$ cat config.mk
export PLATFORM = sky130hd
export DESIGN_NAME = pipe_stage_reg
export DESIGN_NICKNAME = d
export VERILOG_FILES = /design/src/rtl/pipe_stage_reg.sv
export SDC_FILE = /design/constraint.sdc
export NUM_CORES = 1
export LEC_CHECK = 0
export CAP_MARGIN = 20
export CORE_MARGIN = 1.5
export CORE_UTILIZATION = 35
export CTS_CLUSTER_DIAMETER = 100
export DETAILED_ROUTE_END_ITERATION = 6
export PLACE_DENSITY = 0.76
export SETUP_SLACK_MARGIN = 0.1
export SLEW_MARGIN = 20
export SYNTH_ARGS = -nofsm -noshare
export SYNTH_HDL_FRONTEND = slang
export SYNTH_SLANG_ARGS = --single-unit
$ cat constraint.sdc
create_clock -name clk -period 1.9 [get_ports clk]
set_input_delay 0.285 -clock clk [delete_from_list [all_inputs] [get_ports clk]]
set_output_delay 0.285 -clock clk [all_outputs]
set_load 0.02 [all_outputs]
$ cat src/rtl/pipe_stage_reg.sv
// pipe_stage_reg: inter-stage pipeline register with stall/flush, tnew countdown and stall-timeout debug.
// Optional PIPE_STAGE_STAT_EN adds free-running bubble/stall event counters.
module pipe_stage_reg #(
  parameter int DATA_W        = 160,
  parameter int ADDR_W        = 5,
  parameter int TNEW_W        = 2,
  parameter int CNT_W         = 8,
  parameter int STALL_TIMEOUT = 16
) (
  input  logic              clk,
  input  logic              rst_n,
  input  logic              stall_i,
  input  logic              flush_i,
  input  logic              valid_i,
  input  logic              rf_we_i,
  input  logic [ADDR_W-1:0] waddr_i,
  input  logic [TNEW_W-1:0] tnew_i,
  input  logic [DATA_W-1:0] payload_i,
  output logic              valid_o,
  output logic              rf_we_o,
  output logic [ADDR_W-1:0] waddr_o,
  output logic [TNEW_W-1:0] tnew_o,
  output logic [DATA_W-1:0] payload_o,
  output logic [CNT_W-1:0]  hold_cnt_o,
  output logic              stall_timeout_o
`ifdef PIPE_STAGE_STAT_EN
  ,
  output logic [31:0]       bubble_cnt_o,
  output logic [31:0]       stall_cnt_o
`endif
);
  localparam logic [CNT_W-1:0] CNT_MAX = '1;
  localparam logic [CNT_W-1:0] TIMEOUT = CNT_W'(STALL_TIMEOUT);
  logic              hold;
  logic              bubble;
  logic [CNT_W-1:0]  hold_cnt_nxt;
  logic [TNEW_W-1:0] tnew_nxt;
  // flush wins over stall; an invalid load is indistinguishable from a flush
  always_comb begin
    hold         = !flush_i && stall_i;
    bubble       = flush_i || (!stall_i && !valid_i);
    hold_cnt_nxt = hold ? ((hold_cnt_o == CNT_MAX) ? hold_cnt_o : hold_cnt_o + CNT_W'(1)) : '0;
    tnew_nxt     = (tnew_i == '0) ? '0 : tnew_i - TNEW_W'(1);
  end
  always_ff @(posedge clk or negedge rst_n)
    if (!rst_n) begin
      valid_o         <= 1'b0;
      rf_we_o         <= 1'b0;
      waddr_o         <= '0;
      tnew_o          <= '0;
      payload_o       <= '0;
      hold_cnt_o      <= '0;
      stall_timeout_o <= 1'b0;
    end else begin
      hold_cnt_o      <= hold_cnt_nxt;
      stall_timeout_o <= hold_cnt_nxt >= TIMEOUT;
      if (bubble) begin
        valid_o   <= 1'b0;
        rf_we_o   <= 1'b0;
        waddr_o   <= '0;
        tnew_o    <= '0;
        payload_o <= '0;
      end else if (!hold) begin
        valid_o   <= 1'b1;
        rf_we_o   <= rf_we_i;
        waddr_o   <= waddr_i;
        tnew_o    <= tnew_nxt;
        payload_o <= payload_i;
      end
    end
`ifdef PIPE_STAGE_STAT_EN
  always_ff @(posedge clk or negedge rst_n)
    if (!rst_n) begin
      bubble_cnt_o <= '0;
      stall_cnt_o  <= '0;
    end else begin
      bubble_cnt_o <= bubble_cnt_o + 32'(bubble);
      stall_cnt_o  <= stall_cnt_o + 32'(hold);
    end
`endif
endmodule
### Yosys cells after proc, flatten, opt, wreduce, memory -nomap -nowiden

Index checks and enable logic that the tools add are counted.

| word-level totals | value |
|---|---|
| register bits after elaboration | 178 |
| output and inout port bits | 178 |
| word-level logic and storage cells | 32 |

| cells by class | value |
|---|---|
| add/subtract/negate cells | 2 |
| mux-type cells | 13 |
| equality and inequality tests | 2 |
| reduce and logical (&&, ||, !) cells | 7 |
| $lt $le $gt $ge | 1 |

Operators with widths:

| kind | number |
|---|---|
| 160-bit two-way mux | 2 |
| 8-bit two-way mux | 2 |
| 5-bit two-way mux | 2 |
| 8-bit by 1-bit adder with 8-bit output (second input constant) | 1 |
| 8-bit == test (second input constant) | 1 |
| 8-bit by 5-bit greater-or-equal comparator with 1-bit output (second input constant) | 1 |
| 2-bit two-way mux | 3 |
| 1-bit two-way mux | 4 |
| 1-bit zero test | 3 |
| 1-bit logical AND | 2 |
| 2-bit zero test | 1 |
| 2-bit by 1-bit != test with 1-bit output (second input constant) | 1 |
| 2-bit by 1-bit subtractor with 2-bit output (second input constant) | 1 |
| 1-bit logical OR | 1 |

### Logic depth before layout (Yosys ltp)

Gate-level depths: netlist of the first run.

| logic depth | value |
|---|---|
| depth in word-level cells | 4 |
| mapped depth | 6 |
| gate-level depth less buffers | 5 |

### Worst setup path before layout of the first run

No wires, ideal clock.

| path | value |
|---|---|
| path kind | register to register |
| start point | register hold_cnt_o[0] |
| end point | register stall_timeout_o |
| data arrival time | 1.934 ns |
| required time | 1.761 ns |
| library setup time | 0.139 ns |
| path slack | -0.172 ns |
| cell stages (with the launch flop) | 6 |
| clock period less this slack | 2.072 ns |
| path through | dfrtp_1 ha_1 nand2_1 or4b_1 o211a_2 or4_1 |

| on the way | value |
|---|---|
| cells in the longest elaborated chain, start to end | 4 |
| elaborated cells between the ends (all ways) | 5 |
| those cells by class | add/sub (1); order compare (1); eq/ne (1); mux (2) |

Ends and longest elaborated chain:

| element | line | source |
|---|---|---|
| start: declaration | 24 | `output logic [CNT_W-1:0] hold_cnt_o,` |
| start signal: assignment | 55 | `hold_cnt_o <= hold_cnt_nxt;` |
| 8-bit by 1-bit adder with 8-bit output or 8-bit == test (tied branches) | 42 | `hold_cnt_nxt = hold ? ((hold_cnt_o == CNT_MAX) ? hold_cnt_o : hold_cnt_o + CNT_W'(1)) : '0;` |
| 8-bit two-way mux (*) (2 in a row) | 42 |  |
| named net hold_cnt_nxt[6] | 36 | `logic [CNT_W-1:0] hold_cnt_nxt;` |
| 8-bit by 5-bit greater-or-equal comparator with 1-bit output (*) | 56 | `stall_timeout_o <= hold_cnt_nxt >= TIMEOUT;` |
| end signal: assignment | 53 | `stall_timeout_o <= 1'b0;` |
| end signal: assignment | 56 |  |
| end: declaration | 25 | `output logic stall_timeout_o` |

Mark *: on every way through the listed nets, which the timed path passes. The rest lies on a longest branch.
A chain may end at the register's enable or synchronous reset.

### Final worst setup path of the first run

Ends and elaborated chain as after synthesis.

==> impl_metrics.ini, run 1 <==
[route]
wl_per_cell_um = 18.98
vias = 5280
vias_per_cell = 5.166
drt_iter0_drc = 201
drtPass1Iterations = 4
drtAntennaViolNets = 0
wl_um = 19400
drc = 0

[clock_tree]
cts_tree = built
path_clk_slew_ps = 70
htreeDepth = 4
clkSinkCount = 178
cts_buffer_depth = 2
cts_buffers = 17
clk_latency_ps = 420
root_buffer = clkbuf_16

[timing]
period_share_pct = 93.83
fin_tns_setup_ps = 0
rsz0062_at_grt = yes
slew_violations = 0
hold_viol = 0
max_freq_mhz = 560.9
slew_headroom_pct = 73.10
setup_viol = 0
whs_ps = 337.4
fin_crit_ps = 1783
worst_pin_slew_ps = 400.5
fin_worst_skew_ps = 4.913

[critical_path]
crit_start = hold_cnt_o[0]
worst-path-buf-inv = 0
end_kind = flip-flop
crit_required_ps = 2190
worstPathCellList = ha_4 > nand2_2 > or4b_4 > o211a_2 > or4_1
cp_max_fo = 3
critPathMaxStageDelay_ps = 520
cp_top_family = simple AND/OR/NAND/NOR gates
regToRegStartpoint = hold_cnt_o[0]
critical_path_class = reg2reg
crit_slowest_cell = or4b_4
start_kind = flip-flop
crit_arrival_ps = 2070

[global_routing]
grt_max_degree = 70
overflow = 0
antenna_found_initial = 0
grt_pass1_vias = 5428
grt_pass1_wl_um = 28880
track_usage_pct = 19.91

[die]
die_w_um = 137.5
start_util_pct = 35.50
io_pins = 351
core_um2 = 17840
die_h_um = 137.5
die-area_um2 = 18910
row_count = 49

[cells_and_area]
stdcell_count = 1022
layout-drive-gt1-share_pct = 8.953
fin_nets = 954
diodes = 0
nFillCells = 1344
syn_to_final_growth_pct = 72.58

[logic_synthesis]
ys.flop_type = dfrtp_1
ys_seq_elements = 178
syn-cell-area_um2 = 6334
seq_area_frac_synth_pct = 70.33
synthArstFlopShare_pct = 100.0
avgSynthCellArea_um2 = 14.97
synth.distinct_cells = 27
syn_inst = 423
syn_nets = 597
synth_edf_count = 0
synth_warnings = 0

[outcome]
outcome = completed

[placed_design]
gp_congestion = 0.8296
dp_hpwl_um = 13960
port_buffers = 350
dp.cells = 987

[run]
maxCapViolCount = 0

[power_and_ir_drop]
vdd_drop_max_uv = 544.3
power_density_nw_per_um2 = 820.4
power_leakage_nw = 4.917

[hold_path]
hp-class = in2async
synth_stat cells, drive strengths merged (3+ instances only):
cell,n,area share (%)
buf,4,0.41
nor3,4,0.32
o21ai,3,0.24
a31oi,4,0.40
clkbuf,33,2.0
dfrtp,178,70
nand2,4,0.24
a22o,166,23
and3,6,0.69
nand3,4,0.40
nor2,4,0.24
worst paths after layout:
| path | end | slack, ps | depth (start not counted) |
|---|---|---|---|
| max | stall_timeout_o | 120 | 5 |
| min | payload_o[104] | 340 | 2 |
| max reg2reg | stall_timeout_o | 120 | 5 |
| min reg2reg | valid_o | 500 | 1 |
| max in group asynchronous | payload_o[2] | 870 | 3 |
| min in group clk | payload_o[68] | 460 | 2 |
final cells by class:
| cell class | instances | area [um^2] | share of cell area (%) |
|---|---|---|---|
| clock buffer | 18 | 429.2 | 3.926 |
| clock inverter | 14 | 200.2 | 1.831 |
| multi-input combinational | 208 | 1754 | 16.05 |
| sequential | 178 | 4457 | 40.77 |
| tap | 229 | 286.5 | 2.621 |
| timing repair buffer | 375 | 3804 | 34.80 |
stage by stage:
step | power (mW) | utilization [%] | area, um^2 | setup WS [ps]
after floorplan | 4.450 | - | 6351 | 90.26
after global placement | 5.256 | 57.60 | 10280 | 107.2
after detailed placement | 5.288 | 57.60 | 10280 | 55.65
after CTS | 9.057 | 61.23 | 10920 | 104.0
after global routing | 9.302 | 61.27 | 10930 | 66.33
final | 8.968 | 61.27 | 10930 | 117.3
placed cells by master (no fill, tap or decap), drive strengths merged, types with 2 or more instances in the layout:
cell | synthesis | layout
clkdlybuf4s50 | 0 | 343
dfrtp | 178 | 178
a22o | 166 | 166
buf | 4 | 25
clkbuf | 33 | 18
and3 | 6 | 6
dlygate4sd2 | 0 | 5
nor2 | 4 | 4
a31oi | 4 | 4
nor3 | 4 | 4
bufinv | 0 | 4
nand3 | 4 | 4
nand2 | 4 | 4
inv | 0 | 4
clkinv | 0 | 4
o21ai | 3 | 3
clkinvlp | 0 | 2
report_power, final:
| part | internal [mW] | leakage, nW | switching [mW] | total [mW] |
|---|---|---|---|---|
| Clock | 2.23 | 0.303 | 1.53 | 3.75 |
| Sequential | 3.93 | 2.43 | 0.0860 | 4.01 |
| Combinational | 0.684 | 2.19 | 0.519 | 1.20 |
state kept, by name, summed over array words and instances (netlist names):
name             cells
stall_timeout_o      1
waddr_o              5
rf_we_o              1
payload_o          160
tnew_o               2
hold_cnt_o           8
valid_o              1
metal layers:
| layer | wire length [um] | GRT usage, % |
|---|---|---|
| met1 | 7803 | 24.18 |
| met2 | 9710 | 33.25 |
| met3 | 1333 | 5.261 |
| met4 | 552 | 8.889 |
| met5 | 0 | 0 |
logic make-up after synthesis:
group | Yosys count | synth area share [%]
buf+inv | 37 | 2.371
flops | 178 | 70.33
compound gates | 176 | 24.02
fa+ha+maj | 1 | 0.1975
mux | 1 | 0.1580
simple gates | 29 | 2.786
xor+xnor | 1 | 0.1383
what timing repair did:
action	CTS	global route
hold buffers	1	0
setup buffers	2	0
hold endpoints to repair	32	0
resized for setup	5	2
endpoints found under the setup margin	6	2
pin swaps	1	0
(Power assumes the default switching activity.)
==> inputs of run 2 (changes only) <==
--- a/config.mk
+++ b/config.mk
@@ -5,12 +5,13 @@
 export SDC_FILE = /design/constraint.sdc
 export NUM_CORES = 1
 export LEC_CHECK = 0
-export CAP_MARGIN = 20
-export CORE_MARGIN = 1.5
-export CORE_UTILIZATION = 35
+export CAP_MARGIN = 5
+export CORE_AREA = 2 2 137 139
+export CTS_BUF_LIST = sky130_fd_sc_hd__clkbuf_8
 export CTS_CLUSTER_DIAMETER = 100
 export DETAILED_ROUTE_END_ITERATION = 6
-export PLACE_DENSITY = 0.76
+export DIE_AREA = 0 0 139 141
+export PLACE_DENSITY = 0.73
 export SETUP_SLACK_MARGIN = 0.1
 export SLEW_MARGIN = 20
 export SYNTH_ARGS = -nofsm -noshare
==> constraint.sdc (replaced) <==
create_clock -name clk -period 1.68 [get_ports clk]
set_input_delay 0.252 -clock clk [delete_from_list [all_inputs] [get_ports clk]]
set_output_delay 0.252 -clock clk [all_outputs]
set_load 0.02 [all_outputs]
==> impl_metrics.ini, run 2 (synthesized netlist as in run 1, its figures left out) <==
[power_and_ir_drop]
internal-power_mw = 6.349
switching_share_pct = 25.99
p_seq_share_pct = 52.7
p_sw_mw = 2.230
clkPwrFrac_pct = 32.7
vdd_drop_max_uv = 527.2
power_leakage_nw = 5.555
power_density_nw_per_um2 = 817.2
pwr-share-comb_pct = 14.6

[route]
drtAntennaViolNets = 0
drtPass1Iterations = 4
drt_iter0_drc = 182
wl_per_cell_um = 18.37
wl_um = 19030
vias_per_cell = 5.123
vias = 5307
drc = 0

[timing]
hold_viol = 0
max_freq_mhz = 583.4
period_share_pct = 102.0
setup_viol = 1
rsz0062_at_grt = yes
slew_headroom_pct = 70.59
setup_slack_ps = -34.06
worst_pin_slew_ps = 441.1
fin_crit_ps = 1714
slew_violations = 0
fin_worst_skew_ps = 7.684

[cells_and_area]
syn_to_final_growth_pct = 65.75
layout_commonest_cell = dfrtp_1
largest_reg_flops = 160
regMostFlops = payload_o
fin_nets = 964
final_area_um2 = 10500
layout-drive-gt1-share_pct = 10.85
stdcell_count = 1036
mostFrequentLayoutCells = 176 x dfrtp_1, 171 x clkdlybuf4s50_1, 170 x dlygate4sd2_1, 166 x a22o_1, 25 x buf_4
reg.largest.list = payload_o (160), hold_cnt_o (8), waddr_o (5)
diodes = 0

[critical_path]
start_kind = flip-flop
worst-path-buf-inv = 1
crit_start = hold_cnt_o[0]
end_kind = flip-flop
critical_path_class = reg2reg
regToRegStartpoint = hold_cnt_o[0]
cp_max_fo = 3
ff2ff_setup_slack_ps = -30
cp_top_family = simple AND/OR/NAND/NOR gates
crit_slowest_cell = or4_1
crit_arrival_ps = 2030
worstPathCellList = ha_4 > buf_4 > nor2b_1 > and4_1 > nor3_1 > or4_1
crit_required_ps = 2000
critPathMaxStageDelay_ps = 510

[clock_tree]
clkSinkCount = 178
htreeDepth = 4
cts_buffers = 17
clk_latency_ps = 440
root_buffer = clkbuf_8
cts_tree = built
path_clk_slew_ps = 90
cts_buffer_depth = 2

[global_routing]
grt_max_degree = 67
antenna_found_initial = 0
grt_pass1_wl_um = 30110
track_usage_pct = 19.26
grt_pass1_vias = 5425
overflow = 0

[die]
die-area_um2 = 19600
io_pins = 351
row_count = 50
start_util_pct = 34.67
die_w_um = 139
core_um2 = 18270
die_h_um = 141

[hold_path]
hp-class = in2async

[placed_design]
port_buffers = 350
gp_congestion = 0.8242
dp_hpwl_um = 13960
dpl_cell_area_um2 = 10360
dp.cells = 1003

[outcome]
violations = negative setup slack
outcome = finished with violations

[run]
maxCapViolCount = 0
## run 2: layout make-up
type                    instances  area (um^2)
clock buffers                  19        261.5
well taps                     234        292.8
multi-input cells             208         1750
flip-flops and latches        178         4457
fillers                      1533         7770
clock inverters                12        106.4
repair buffers                385         3630
## run 2: final timing paths
check	to	cells past startpoint
worst max-delay path	stall_timeout_o	6
worst min-delay path	payload_o[104]	2
worst min register to register	tnew_o[0]	2
worst max register to register	stall_timeout_o	6
max in group asynchronous	payload_o[144]	3
min in group clk	payload_o[47]	2
## run 2: worst register-to-register path: cells and delay by family (launching register included)
family	cells	cell delay, ps
fa+ha+maj	1	170
buf+inv	1	130
flops	1	430
simple gates	4	870
## run 2: power groups by stage
stage	Sequential [mW]	Combinational, mW	Clock [mW]
6_report	4.52	1.25	2.81
5_1_grt	4.54	1.34	3.11
4_1_cts	4.52	1.27	2.93
3_5_place_dp	4.61	1.37	0
3_3_place_gp	4.61	1.35	0
2_1_floorplan	4.80	0.236	0
## run 2: per-layer routing
metal | wire length, um | global-route usage, %
met1 | 7849 | 24.14
met2 | 9446 | 31.84
met3 | 1255 | 5.435
met4 | 476 | 7.549
met5 | 0 | 0
## run 2: stage by stage
stage / power, mW / setup TNS, ps / util, % / hold WS (ps) / setup WS (ps)
after floorplan: 5.033 / -129.7 / - / -43.59 / -129.7
after global placement: 5.955 / -636.8 / 56.74 / 205.6 / -31.04
after detailed placement: 5.984 / -1726 / 56.74 / 213.1 / -65.32
after CTS: 8.716 / -39.38 / 57.60 / 279.3 / -39.38
after global routing: 8.996 / -76.40 / 57.47 / 307.0 / -76.40
final: 8.579 / -34.06 / 57.47 / 307.5 / -34.06
## run 2: timing repair
item                                    in CTS  in global routing
endpoints found under the hold margin       38                  0
endpoints found under the setup margin     179                  6
hold buffers                                 1                  0
pin swaps                                    3                  2
resized for setup                          197                  5
buffers inserted                             0                  1
==> inputs of run 3 (changes only) <==
--- a/config.mk
+++ b/config.mk
@@ -6,11 +6,12 @@
 export NUM_CORES = 1
 export LEC_CHECK = 0
 export CAP_MARGIN = 5
-export CORE_AREA = 2 2 137 139
+export CORE_MARGIN = 1.5
+export CORE_UTILIZATION = 35
 export CTS_BUF_LIST = sky130_fd_sc_hd__clkbuf_8
 export CTS_CLUSTER_DIAMETER = 100
 export DETAILED_ROUTE_END_ITERATION = 6
-export DIE_AREA = 0 0 139 141
+export GPL_TIMING_DRIVEN = 0
 export PLACE_DENSITY = 0.73
 export SETUP_SLACK_MARGIN = 0.1
 export SLEW_MARGIN = 20
==> impl_metrics.ini, run 3 (synthesized netlist as in run 1, its figures left out) <==
[cells_and_area]
diodes = 0
reg.largest.list = payload_o (160), hold_cnt_o (8), waddr_o (5)
final_core_util_pct = 59.02
mostFrequentLayoutCells = 175 x dlygate4sd2_1, 173 x dfrtp_1, 171 x clkdlybuf4s50_1, 166 x a22o_1, 19 x clkbuf_8
regMostFlops = payload_o
final_area_um2 = 10530
syn_to_final_growth_pct = 66.24
layout-drive-gt1-share_pct = 9.951
stdcell_count = 1043
fin_nets = 976
seqCellArea_um2 = 4461
multiInputGateArea_um2 = 1767
nFillCells = 1460
layout_commonest_cell = dlygate4sd2_1
largest_reg_flops = 160

[placed_design]
dp.cells = 1003
dpl_cell_area_um2 = 10170
dp_hpwl_um = 14640
port_buffers = 350
gp_congestion = 0.7917

[timing]
setup_slack_ps = -105.0
period_share_pct = 106.2
worst_pin_slew_ps = 750.0
hold_viol = 0
slew_violations = 0
rsz0062_at_grt = yes
slew_headroom_pct = 50.00
fin_worst_skew_ps = 2.978
setup_viol = 1
fin_crit_ps = 1785
max_freq_mhz = 560.2

[clock_tree]
htreeDepth = 4
path_clk_slew_ps = 100
cts_buffers = 17
cts_buffer_depth = 2
clk_latency_ps = 440
root_buffer = clkbuf_8
cts_tree = built
clkSinkCount = 178

[outcome]
violations = negative setup slack
outcome = finished with violations

[power_and_ir_drop]
power_leakage_nw = 5.567
vdd_drop_max_uv = 734.3
power_density_nw_per_um2 = 852.3

[die]
core_um2 = 17840
row_count = 49
die_w_um = 137.5
io_pins = 351
die-area_um2 = 18910
start_util_pct = 35.50
die_h_um = 137.5

[critical_path]
start_kind = flip-flop
cp_max_fo = 5
crit_arrival_ps = 2100
end_kind = flip-flop
critical_path_class = reg2reg
crit_required_ps = 2000

[route]
wl_per_cell_um = 18.97
drtAntennaViolNets = 0
drtPass1Iterations = 6
vias_per_cell = 5.111
drt_iter0_drc = 200
drc = 0
wl_um = 19790
vias = 5331

[hold_path]
hp-class = in2reg

[global_routing]
overflow = 0
grt_pass1_wl_um = 29330
track_usage_pct = 20.39
grt_max_degree = 102
antenna_found_initial = 0
grt_pass1_vias = 5481

[run]
maxCapViolCount = 0
## run 3: cell count changes in the layout (fill, tap and decap cells not counted), moves of 4 or more
cell / change
buf_12: -9
buf_2: -5
buf_4: -16
clkbuf_1: +13
clkbuf_2: +14
clkbuf_4: +4
dlygate4sd2_1: +5
## run 3: area by class of cell
| cell class | count | share of cell area, % |
|---|---|---|
| buffer | 37 | 1.866 |
| tap | 229 | 2.721 |
| clock buffer | 18 | 2.353 |
| multi-input combinational | 208 | 16.78 |
| timing repair buffer | 360 | 32.17 |
| sequential | 178 | 42.37 |
| clock inverter | 13 | 1.747 |
## run 3: worst paths after layout
kind                               startpoint              end  slack [ps]  depth (start not counted)
min in group asynchronous               rst_n       waddr_o[1]         440                          2
worst min-delay path            payload_i[38]    payload_o[38]         390                          2
worst min register to register        valid_o          valid_o         490                          1
worst max-delay path            hold_cnt_o[0]  stall_timeout_o        -100                          5
worst max register to register  hold_cnt_o[0]  stall_timeout_o        -100                          5
max in group asynchronous               rst_n    payload_o[99]         390                          3
## run 3: worst max-delay path, cell delays in order, from the launching register on
cell     delay [ps]
dfrtp_2         420
ha_4            150
nand2_2          50
or4b_4          480
o211a_4         150
or4_1           400
## run 3: metrics by stage
step	power, mW	hold WS (ps)	setup WS [ps]	TNS, ps
after floorplan	5.033	-43.59	-129.7	-129.7
after global placement	5.923	464.2	-7050	-1318230
after detailed placement	5.957	338.0	-1309	-169760
after CTS	9.087	356.9	-109.3	-109.3
after global routing	9.384	365.7	-153.8	-153.8
final	8.973	393.6	-105.0	-105.0
## run 3: power breakdown
part           internal, mW  switching (mW)
combinational         0.650           0.597
sequential             4.43          0.0891
clock                  1.66            1.55
## run 3: per-layer routing
metal / global-route usage, % / up-vias / part of all wire [%]
met2: 34.25 / 218 / 50
met1: 24.62 / 2689 / 40
met4: 6.901 / 0 / 2.3
met5: 0 / - / 0
li1: - / 2393 / -
met3: 6.733 / 31 / 7.6
## run 3: repair_timing
action / 4_1_cts / 5_1_grt
hold endpoints to repair: 100 / 0
pin swaps: 3 / 2
hold buffers: 1 / 0
resized for setup: 210 / 7
setup endpoints to repair: 350 / 31
buffers inserted: 5 / 3
